**config.mk**
```make
export PLATFORM = sky130hd
export DESIGN_NAME = flash_scheduler
export DESIGN_NICKNAME = d
export VERILOG_FILES = /design/src/rtl/flash_scheduler.sv
export SDC_FILE = /design/constraint.sdc
export NUM_CORES = 1
export LEC_CHECK = 0
export CAP_MARGIN = 20
export CORE_UTILIZATION = 45
export CTS_BUF_LIST = sky130_fd_sc_hd__clkbuf_4 sky130_fd_sc_hd__clkbuf_8
export DETAILED_ROUTE_END_ITERATION = 10
export HOLD_SLACK_MARGIN = 0.15
export PLACE_DENSITY = 0.69
export SLEW_MARGIN = 20
export SYNTH_ARGS = -nofsm -noshare
export SYNTH_HDL_FRONTEND = slang
export SYNTH_SLANG_ARGS = --single-unit
export TNS_END_PERCENT = 10
```
**constraint.sdc**
```tcl
create_clock -name clk -period 3.5 [get_ports clk]
set_clock_uncertainty 0.15 [all_clocks]
set_input_delay 0.35 -clock clk [delete_from_list [all_inputs] [get_ports clk]]
set_output_delay 0.35 -clock clk [all_outputs]
set_load 0.03 [all_outputs]
```
**src/rtl/flash_scheduler.sv**
```systemverilog
`default_nettype none
// +--------------------------------------------------------------------------+
// | Module   : flash_scheduler                                               |
// | Purpose  : Stores the memory-game pattern (up to DEPTH steps, each a     |
// |            lamp number 0..4), appends pseudo-random steps on request and |
// |            plays the pattern on a one-hot lamp bus paced by `tick`.      |
// | Ports    : clk, resetN (async, active-low)                               |
// |            tick   - rate-divider enable, paces playback                  |
// |            clear  - synchronous pattern clear, aborts playback           |
// |            append - add one random step      start - play the pattern    |
// |            busy/done/full/length - status     led/moment - lamp outputs  |
// |            rd_addr/rd_data - combinational step read-back for checker    |
// | Options  : FLASH_SCHED_NO_REPEAT_EN - bump a step that would repeat the  |
// |            previous one to (r+1) mod 5                                   |
// | Revision : 1.0 - initial release                                         |
// +--------------------------------------------------------------------------+
module flash_scheduler #(
   parameter int DEPTH     = 32,
   parameter int ON_TICKS  = 2,
   parameter int OFF_TICKS = 1
) (
   input  logic                     clk,
   input  logic                     resetN,
   input  logic                     tick,
   input  logic                     clear,
   input  logic                     append,
   input  logic                     start,
   output logic                     busy,
   output logic                     done,
   output logic                     full,
   output logic [$clog2(DEPTH):0]   length,
   input  logic [$clog2(DEPTH)-1:0] rd_addr,
   output logic [2:0]               rd_data,
   output logic [4:0]               led,
   output logic                     moment
);

   localparam int c_aw      = $clog2(DEPTH);
   localparam int c_cnt_max = (ON_TICKS > OFF_TICKS) ? ON_TICKS : OFF_TICKS;
   localparam int c_cw      = (c_cnt_max > 1) ? $clog2(c_cnt_max) : 1;

   localparam logic [c_aw:0]   c_len_one  = (c_aw+1)'(1);
   localparam logic [c_aw:0]   c_len_full = (c_aw+1)'(DEPTH);
   localparam logic [c_aw-1:0] c_idx_one  = c_aw'(1);
   localparam logic [c_cw-1:0] c_cnt_one  = c_cw'(1);
   localparam logic [c_cw-1:0] c_on_load  = c_cw'(ON_TICKS - 1);
   localparam logic [c_cw-1:0] c_off_load = c_cw'(OFF_TICKS - 1);

   typedef enum logic [2:0] {
      S_IDLE = 3'd0,
      S_SYNC = 3'd1,
      S_ON   = 3'd2,
      S_OFF  = 3'd3,
      S_DONE = 3'd4
   } state_t;

   state_t            r_state;
   logic [c_aw:0]     r_length;
   logic [c_aw-1:0]   r_idx;
   logic [c_cw-1:0]   r_cnt;
   logic              r_moment;
   logic [15:0]       r_lfsr;
   logic [2:0]        r_mem [DEPTH];

   state_t            w_state_n;
   logic [c_aw:0]     w_length_n;
   logic [c_aw-1:0]   w_idx_n;
   logic [c_cw-1:0]   w_cnt_n;
   logic              w_moment_n;
   logic              w_wr_en;
   logic              w_fb;
   logic [2:0]        w_r;
   logic [2:0]        w_step;
   logic [c_aw:0]     w_len_m1;

   // Fibonacci LFSR for x^16+x^14+x^13+x^11+1, right-shifting form.
   assign w_fb     = r_lfsr[0] ^ r_lfsr[2] ^ r_lfsr[3] ^ r_lfsr[5];

   // Fold the 3-bit candidate into the lamp range 0..4.
   assign w_r      = (r_lfsr[2:0] >= 3'd5) ? (r_lfsr[2:0] - 3'd5) : r_lfsr[2:0];
   assign w_len_m1 = r_length - c_len_one;

`ifdef FLASH_SCHED_NO_REPEAT_EN
   logic [2:0] w_last;
   // Index wraps to the top word when empty; the length check masks it.
   assign w_last = r_mem[w_len_m1[c_aw-1:0]];
   assign w_step = ((r_length != '0) && (w_r == w_last))
                   ? ((w_r == 3'd4) ? 3'd0 : (w_r + 3'd1)) : w_r;
`else
   assign w_step = w_r;
`endif

   // Status and lamp outputs decode registered state only.
   assign busy    = (r_state == S_SYNC) || (r_state == S_ON) || (r_state == S_OFF);
   assign done    = (r_state == S_DONE);
   assign full    = (r_length == c_len_full);
   assign length  = r_length;
   assign moment  = r_moment;
   assign led     = (r_state == S_ON) ? (5'd1 << r_mem[r_idx]) : 5'd0;
   assign rd_data = r_mem[rd_addr];

   always_comb begin
      w_state_n  = r_state;
      w_length_n = r_length;
      w_idx_n    = r_idx;
      w_cnt_n    = r_cnt;
      w_moment_n = r_moment;
      w_wr_en    = 1'b0;

      case (r_state)
         S_IDLE: begin
            if (append && !full) begin
               w_wr_en    = 1'b1;
               w_length_n = r_length + c_len_one;
            end
            // A same-cycle append is counted before deciding if anything plays.
            if (start) begin
               w_idx_n   = '0;
               w_state_n = (w_length_n == '0) ? S_DONE : S_SYNC;
            end
         end
         S_SYNC: begin
            if (tick) begin
               w_state_n  = S_ON;
               w_cnt_n    = c_on_load;
               w_moment_n = ~r_moment;
            end
         end
         S_ON: begin
            if (tick) begin
               if (r_cnt == '0) begin
                  w_state_n = S_OFF;
                  w_cnt_n   = c_off_load;
               end else begin
                  w_cnt_n   = r_cnt - c_cnt_one;
               end
            end
         end
         S_OFF: begin
            if (tick) begin
               if (r_cnt == '0) begin
                  if ({1'b0, r_idx} == w_len_m1) begin
                     w_state_n = S_DONE;
                  end else begin
                     w_idx_n    = r_idx + c_idx_one;
                     w_state_n  = S_ON;
                     w_cnt_n    = c_on_load;
                     w_moment_n = ~r_moment;
                  end
               end else begin
                  w_cnt_n = r_cnt - c_cnt_one;
               end
            end
         end
         S_DONE: begin
            w_state_n = S_IDLE;
         end
         default: begin
            w_state_n = S_IDLE;
         end
      endcase

      // clear overrides everything; stored words are left in place.
      if (clear) begin
         w_state_n  = S_IDLE;
         w_length_n = '0;
         w_idx_n    = '0;
         w_cnt_n    = '0;
         w_wr_en    = 1'b0;
      end

      if (w_state_n == S_IDLE) begin
         w_moment_n = 1'b0;
      end
   end

   always_ff @(posedge clk or negedge resetN) begin
      if (!resetN) begin
         r_state  <= S_IDLE;
         r_length <= '0;
         r_idx    <= '0;
         r_cnt    <= '0;
         r_moment <= 1'b0;
         r_lfsr   <= 16'hACE1;
      end else begin
         r_state  <= w_state_n;
         r_length <= w_length_n;
         r_idx    <= w_idx_n;
         r_cnt    <= w_cnt_n;
         r_moment <= w_moment_n;
         r_lfsr   <= {w_fb, r_lfsr[15:1]};
      end
   end

   // Pattern storage is not reset; length alone defines what is valid.
   always_ff @(posedge clk) begin
      if (w_wr_en) begin
         r_mem[r_length[c_aw-1:0]] <= w_step;
      end
   end

endmodule
`default_nettype wire

```
# After elaboration in Yosys (flattened, before gate mapping)
# Memories as Yosys holds them, arrays and structs flattened.
# Cells that the tools add are included.
[op_classes]
add_sub_neg = 5
magnitude_cmp = 1
eq_ne = 16
shifts = 1
mux = 41
bitwise_logic = 4
reduce_logical = 14
[op_table]
columns = ["op", "n"]
rows = [
  ["3-bit 2-to-1 mux", 10],
  ["5-bit 2-to-1 mux", 6],
  ["6-bit 2-to-1 mux", 4],
  ["3-bit != test (second input constant)", 6],
  ["1-bit 2-to-1 mux", 17],
  ["3-bit by 2-bit != test with 1-bit output (second input constant)", 4],
  ["3-bit one-hot mux with 4 select lines", 1],
  ["5-bit one-hot mux with 2 select lines", 1],
  ["5-bit AND reduction", 2],
  ["6-bit by 1-bit adder with 6-bit output (second input constant)", 1],
  ["3-bit by 2-bit == test with 1-bit output (second input constant)", 2],
  ["5-bit by 6-bit == test with 1-bit output", 1],
  ["6-bit == test (second input constant)", 1],
  ["3-bit zero test", 2],
  ["6-bit zero test", 1],
  ["3-bit nonzero test", 2],
  ["6-bit by 1-bit subtractor with 6-bit output (second input constant)", 1],
  ["5-bit by 1-bit adder with 5-bit output (second input constant)", 1],
  ["1-bit by 3-bit left shift with 5-bit output (first input constant)", 1],
  ["4-bit AND reduction", 1],
  ["4-bit nonzero test", 1],
  ["3-bit by 1-bit == test with 1-bit output (second input constant)", 1],
  ["3-bit == test (second input constant)", 1],
  ["3-bit >= comparator (second input constant)", 1],
  ["10 further kinds", 13],
]
[word_totals]
register_bits = 32
ram_bits = 96
out_inout_bits = 18
mem_count = 1
[memory_table]
columns = ["memory", "depth", "word_bits", "read_ports", "rd_ports_with_merged_regs", "wr", "line", "text"]
rows = [
  ["r_mem", 32, 3, 2, 0, 1, "63", "logic [2:0] r_mem [DEPTH];"],
]

# Depth between registers and ports, before layout
[logic_depth]
word_depth = 13
ltp_mapped = 8
ltp_nobuf = 8

# Least setup slack after synthesis
# No wires, ideal clock.
[synth_timing]
path_type = "register -> output"
from = "register r_idx[1]"
to = "output port led[1]"
t_arrival_ps = 2741
slack_ps = 259
stages_incl_launch_ff = 8
path_buffers = 2
path_cell_list = "dfrtp_1 > clkbuf_1 > clkbuf_1 > mux4_2 > mux4_2 > o211ai_2 > nand2_2 > nor3b_1"
[synth_between]
elab_chain_cells = 3
[synth_rtl]
columns = ["element", "line", "text"]
rows = [
  ["from (decl)", "59", "logic [c_aw-1:0] r_idx;"],
  ["from (signal assigned)", "188", "r_idx <= w_idx_n;"],
  ["memory 32 x 3 bit", "--", ""],
  ["1-bit by 3-bit left shift with 5-bit output", "99", "assign led = (r_state == S_ON) ? (5'd1 << r_mem[r_idx]) : 5'd0;"],
  ["5-bit 2-to-1 mux", "99", ""],
  ["to (decl)", "34", "output logic [4:0] led,"],
]
# Every way passes these cells.

# Worst setup path in the final report
[layout_timing]
from = "register r_idx[0]"
to = "output port led[3]"
# Same word-level chain as after synthesis.

==> out/qor.txt <==
WORST SETUP PATH
--------------------------------------------------------------------------------------------------
Data required time at the worst endpoint                                                   3.00 ns
Critical path start-end classification                                                register to primary output
Bufs and invs on worst path                                                                      2
Worst-path cell with the longest stage delay                                          sky130_fd_sc_hd__mux4_1
Peak fanout along the critical path                                                             29
Critical path cell sequence                                                           buf_12 > mux4_1 > mux4_2 > o211ai_2 > nand2_2 > nor3_1 > buf_4
Data arrival time at the worst-slack endpoint                                              2.93 ns
Kind of capture point of the worst setup path                                         primary output
Peak per-stage delay on the critical path                                                  0.63 ns
Gate family responsible for the most delay along the worst path                       multiplexers
Worst setup SP type                                                                       register

ROUTING
--------------------------------------------------------------------------------------------------
Overall routed net length                                                                  13.9 mm
DR vias                                                                                       3845
Post-DR vias/cell                                                                             6.07
Number of DRC markers after the initial detailed-route iteration                               384
Count of unresolved DRC violations after routing                                                 0
Post-DR wirelength/cell                                                                    22.0 um
Number of optimization iterations in the first detailed-route pass                               5
Post-DRT Antenna Nets                                                                            0

YOSYS
--------------------------------------------------------------------------------------------------
Average instance area after synthesis                                                    15.9 um^2
Total of flip-flops plus latches after synthesis                                               128
Most instantiated flip-flop cell in the synthesis netlist                             sky130_fd_sc_hd__edfxtp_1
Sequential cell area fraction in the yosys report                                            57.2%
Post-synthesis instance total                                                                  405
Number of distinct library cell variants in the gate-level netlist after synthesis              52
Post-Synthesis Net Count                                                                       423
Synth Warn #                                                                                     0
Fraction of registers with async set or reset after synthesis                                25.0%
Cell area after synthesis                                                             0.00646 mm^2
Synth top area share                                                                         44.7%
Most area-consuming cells after synthesis                                             sky130_fd_sc_hd__edfxtp_1 45%, sky130_fd_sc_hd__mux4_2 14%, sky130_fd_sc_hd__dfrtp_1 9.3%
Post-synthesis cell type with the largest combined area                               sky130_fd_sc_hd__edfxtp_1
Number of enable-type register cells in the synthesized netlist                                 96

CLOCK TREE
--------------------------------------------------------------------------------------------------
Total clock sinks                                                                              128
CTS Root Buffer Type                                                                  sky130_fd_sc_hd__clkbuf_8
# resized after CTS                                                                              0
Clock H-tree levels                                                                              4
Clock buffer count from CTS                                                                     17
Largest buffer count on any clock path                                                           2
Skew-Pair Late Insertion Delay                                                             0.45 ns
Clock tree from TritonCTS                                                                    built
Clock transition time at the flip-flop clock pins of the worst setup and hold paths        0.07 ns

FINAL LAYOUT
--------------------------------------------------------------------------------------------------
Share of cells above drive strength 1                                                        23.8%
Signed area change from the synthesized netlist to the final layout                          13.6%
End-of-flow core utilization                                                                 52.6%
Summed area of non-filler cells in the final layout                                   0.00733 mm^2
Number of nets at the end of the flow                                                          458
Number of antenna diodes                                                                         0

GLOBAL ROUTING
--------------------------------------------------------------------------------------------------
First-pass GRT wire length                                                                 21.7 mm
Largest net degree at the start of global routing                                               33
Via count of the first global-routing pass                                                    3807
Antenna violations before repair                                                                 0
Overall Global Routing Usage                                                                 20.3%
Total gr overflow                                                                                0

FLOORPLANNING
--------------------------------------------------------------------------------------------------
Area of the die                                                                        0.0148 mm^2
Area inside the core boundary                                                          0.0139 mm^2
Die width                                                                                   122 um
Standard-cell row count                                                                         43
Starting density of the core                                                                 46.3%
Die boundary height                                                                         122 um
Top-level port count                                                                            29

TIMING
--------------------------------------------------------------------------------------------------
F_max                                                                                      291 MHz
Count of final max-slew check failures                                                           0
Count of final hold-check violations                                                             0
Worst slew margin relative to its limit                                                      61.7%
Final setup violation count                                                                      0
Share of the clock period used by the worst path                                             98.1%
Worst-Margin Slew                                                                         0.575 ns
Post-route minimum period                                                                  3.43 ns
Unrepaired setup endpoints after global routing                                                yes

OUTCOME
--------------------------------------------------------------------------------------------------
Status                                                                                   completed

POWER AND IR DROP
--------------------------------------------------------------------------------------------------
Static leakage                                                                             2.26 nW
IR drop worst, VDD                                                                      0.000245 V
Power per Cell Area                                                                    437 mW/mm^2

PLACEMENT
--------------------------------------------------------------------------------------------------
GP Congestion                                                                                0.821
IO buf count                                                                                    28
DP Area                                                                               0.00695 mm^2
HPWL reported at the end of detailed placement                                             9.20 mm

FLOW RUN
--------------------------------------------------------------------------------------------------
Number of max-cap violations                                                                     0

WORST HOLD PATH
--------------------------------------------------------------------------------------------------
Hold/Removal Path Class                                                               register to register

-- cells by family (layout without fill, tap and decap cells) --
kind of cell | count (synthesis) | in the layout | share of synthesized area, %
flops | 128 | 128 | 57.2
simple gates | 124 | 124 | 9.59
xor+xnor | 14 | 14 | 1.90
compound gates | 27 | 27 | 2.89
buf+inv | 30 | 78 | 2.36
fa+ha+maj | 7 | 7 | 1.36
mux | 75 | 75 | 24.7
-- synthesized netlist by cell type, drive strengths merged, types with 3 or more instances --
master / number
nor3: 7
buf: 10
mux2: 4
o21ai: 4
xor2: 5
inv: 5
mux2i: 12
or3: 6
nand3b: 7
ha: 7
nor2: 53
nand4: 3
edfxtp: 96
and2: 4
mux4: 59
dfrtp: 24
nor2b: 5
nand2b: 7
a21oi: 7
clkbuf: 15
dfstp: 8
nand3: 5
xnor2: 9
nand2: 15
-- registers in the layout (all words and copies together) (netlist names) --
register / count
r_cnt: 1
r_idx: 5
r_mem: 96
r_state: 3
r_lfsr: 16
length: 6
moment: 1
-- per-stage QoR --
stage / hold slack (ns) / std cells / worst slack [ns] / total power, W / setup TNS [ns]
after CTS: 0.210 / 633 / 0.0556 / 0.00322 / 0
after floorplan: -0.0956 / 405 / 0.259 / 0.00191 / 0
after global placement: 0.186 / 600 / 0.244 / 0.00201 / 0
after detailed placement: 0.188 / 600 / 0.234 / 0.00202 / 0
after global routing: 0.215 / 633 / -0.0419 / 0.00331 / -0.115
final: 0.206 / 633 / 0.0679 / 0.00320 / 0
-- worst paths after layout --
| check | from | endpoint | slack [ns] | depth (start not counted) |
|---|---|---|---|---|
| hold reg to reg | r_lfsr[9] | r_lfsr[8] | 0.21 | 0 |
| hold / removal | r_lfsr[9] | r_lfsr[8] | 0.21 | 0 |
| setup reg to reg | length[0] | r_mem[4][2] | 0.55 | 8 |
| setup / recovery | r_idx[0] | led[3] | 0.07 | 7 |
| max in group asynchronous | resetN | r_lfsr[5] | 2.19 | 3 |
| min in group asynchronous | resetN | r_lfsr[12] | 0.68 | 3 |
-- power breakdown --
| group | leakage (nW) | switching [W] | internal, W | total (W) |
|---|---|---|---|---|
| logic | 0.907 | 0.000179 | 0.000143 | 0.000322 |
| clock network | 0.186 | 0.000591 | 0.000625 | 0.00122 |
| registers | 1.17 | 0.0000332 | 0.00163 | 0.00167 |
| total | 2.26 | 0.000803 | 0.00240 | 0.00320 |
-- cell usage in the layout (no fill, tap or decap), types with 3 or more instances in the layout --
cell / count
sky130_fd_sc_hd__edfxtp_1: 96
sky130_fd_sc_hd__nor2_1: 53
sky130_fd_sc_hd__mux4_2: 39
sky130_fd_sc_hd__dfrtp_1: 24
sky130_fd_sc_hd__clkdlybuf4s50_1: 22
sky130_fd_sc_hd__mux4_1: 20
sky130_fd_sc_hd__clkbuf_8: 17
sky130_fd_sc_hd__nand2_1: 14
sky130_fd_sc_hd__buf_4: 14
sky130_fd_sc_hd__mux2i_1: 10
sky130_fd_sc_hd__xnor2_1: 9
sky130_fd_sc_hd__dfstp_2: 8
sky130_fd_sc_hd__nand2b_1: 7
sky130_fd_sc_hd__nand3b_1: 7
sky130_fd_sc_hd__nor3_1: 7
sky130_fd_sc_hd__ha_1: 7
sky130_fd_sc_hd__a21oi_1: 6
sky130_fd_sc_hd__or3_1: 6
sky130_fd_sc_hd__inv_1: 5
sky130_fd_sc_hd__xor2_1: 5
sky130_fd_sc_hd__nor2b_1: 5
sky130_fd_sc_hd__nand3_1: 5
sky130_fd_sc_hd__and2_1: 4
sky130_fd_sc_hd__mux2_2: 4
sky130_fd_sc_hd__clkinv_1: 4
sky130_fd_sc_hd__nand4_1: 3
sky130_fd_sc_hd__clkinv_4: 3
sky130_fd_sc_hd__buf_12: 3
-- final cells by class --
class | instances | area, um^2
Clock buffer | 17 | 234
Timing Repair Buffer | 41 | 400
Tap cell | 180 | 225
Sequential cell | 128 | 3690
Clock inverter | 15 | 144
Multi-Input combinational cell | 247 | 2620
Inverter | 5 | 18.8
Fill cell | 1101 | 6600
-- repair_timing --
item,in CTS,in global routing
setup endpoints to repair,0,3
setup buffers,0,0
hold buffers,1,0
endpoints found under the hold margin,23,0
-- routing by layer --
layer	GRT usage, %	up-vias	wire (um)
met2	32.1	168	6830
met4	10.7	0	428
met3	3.70	31	725
li1	-	1687	-
met5	0	-	0
met1	27.0	1959	5940
(Power assumes the default switching activity.)
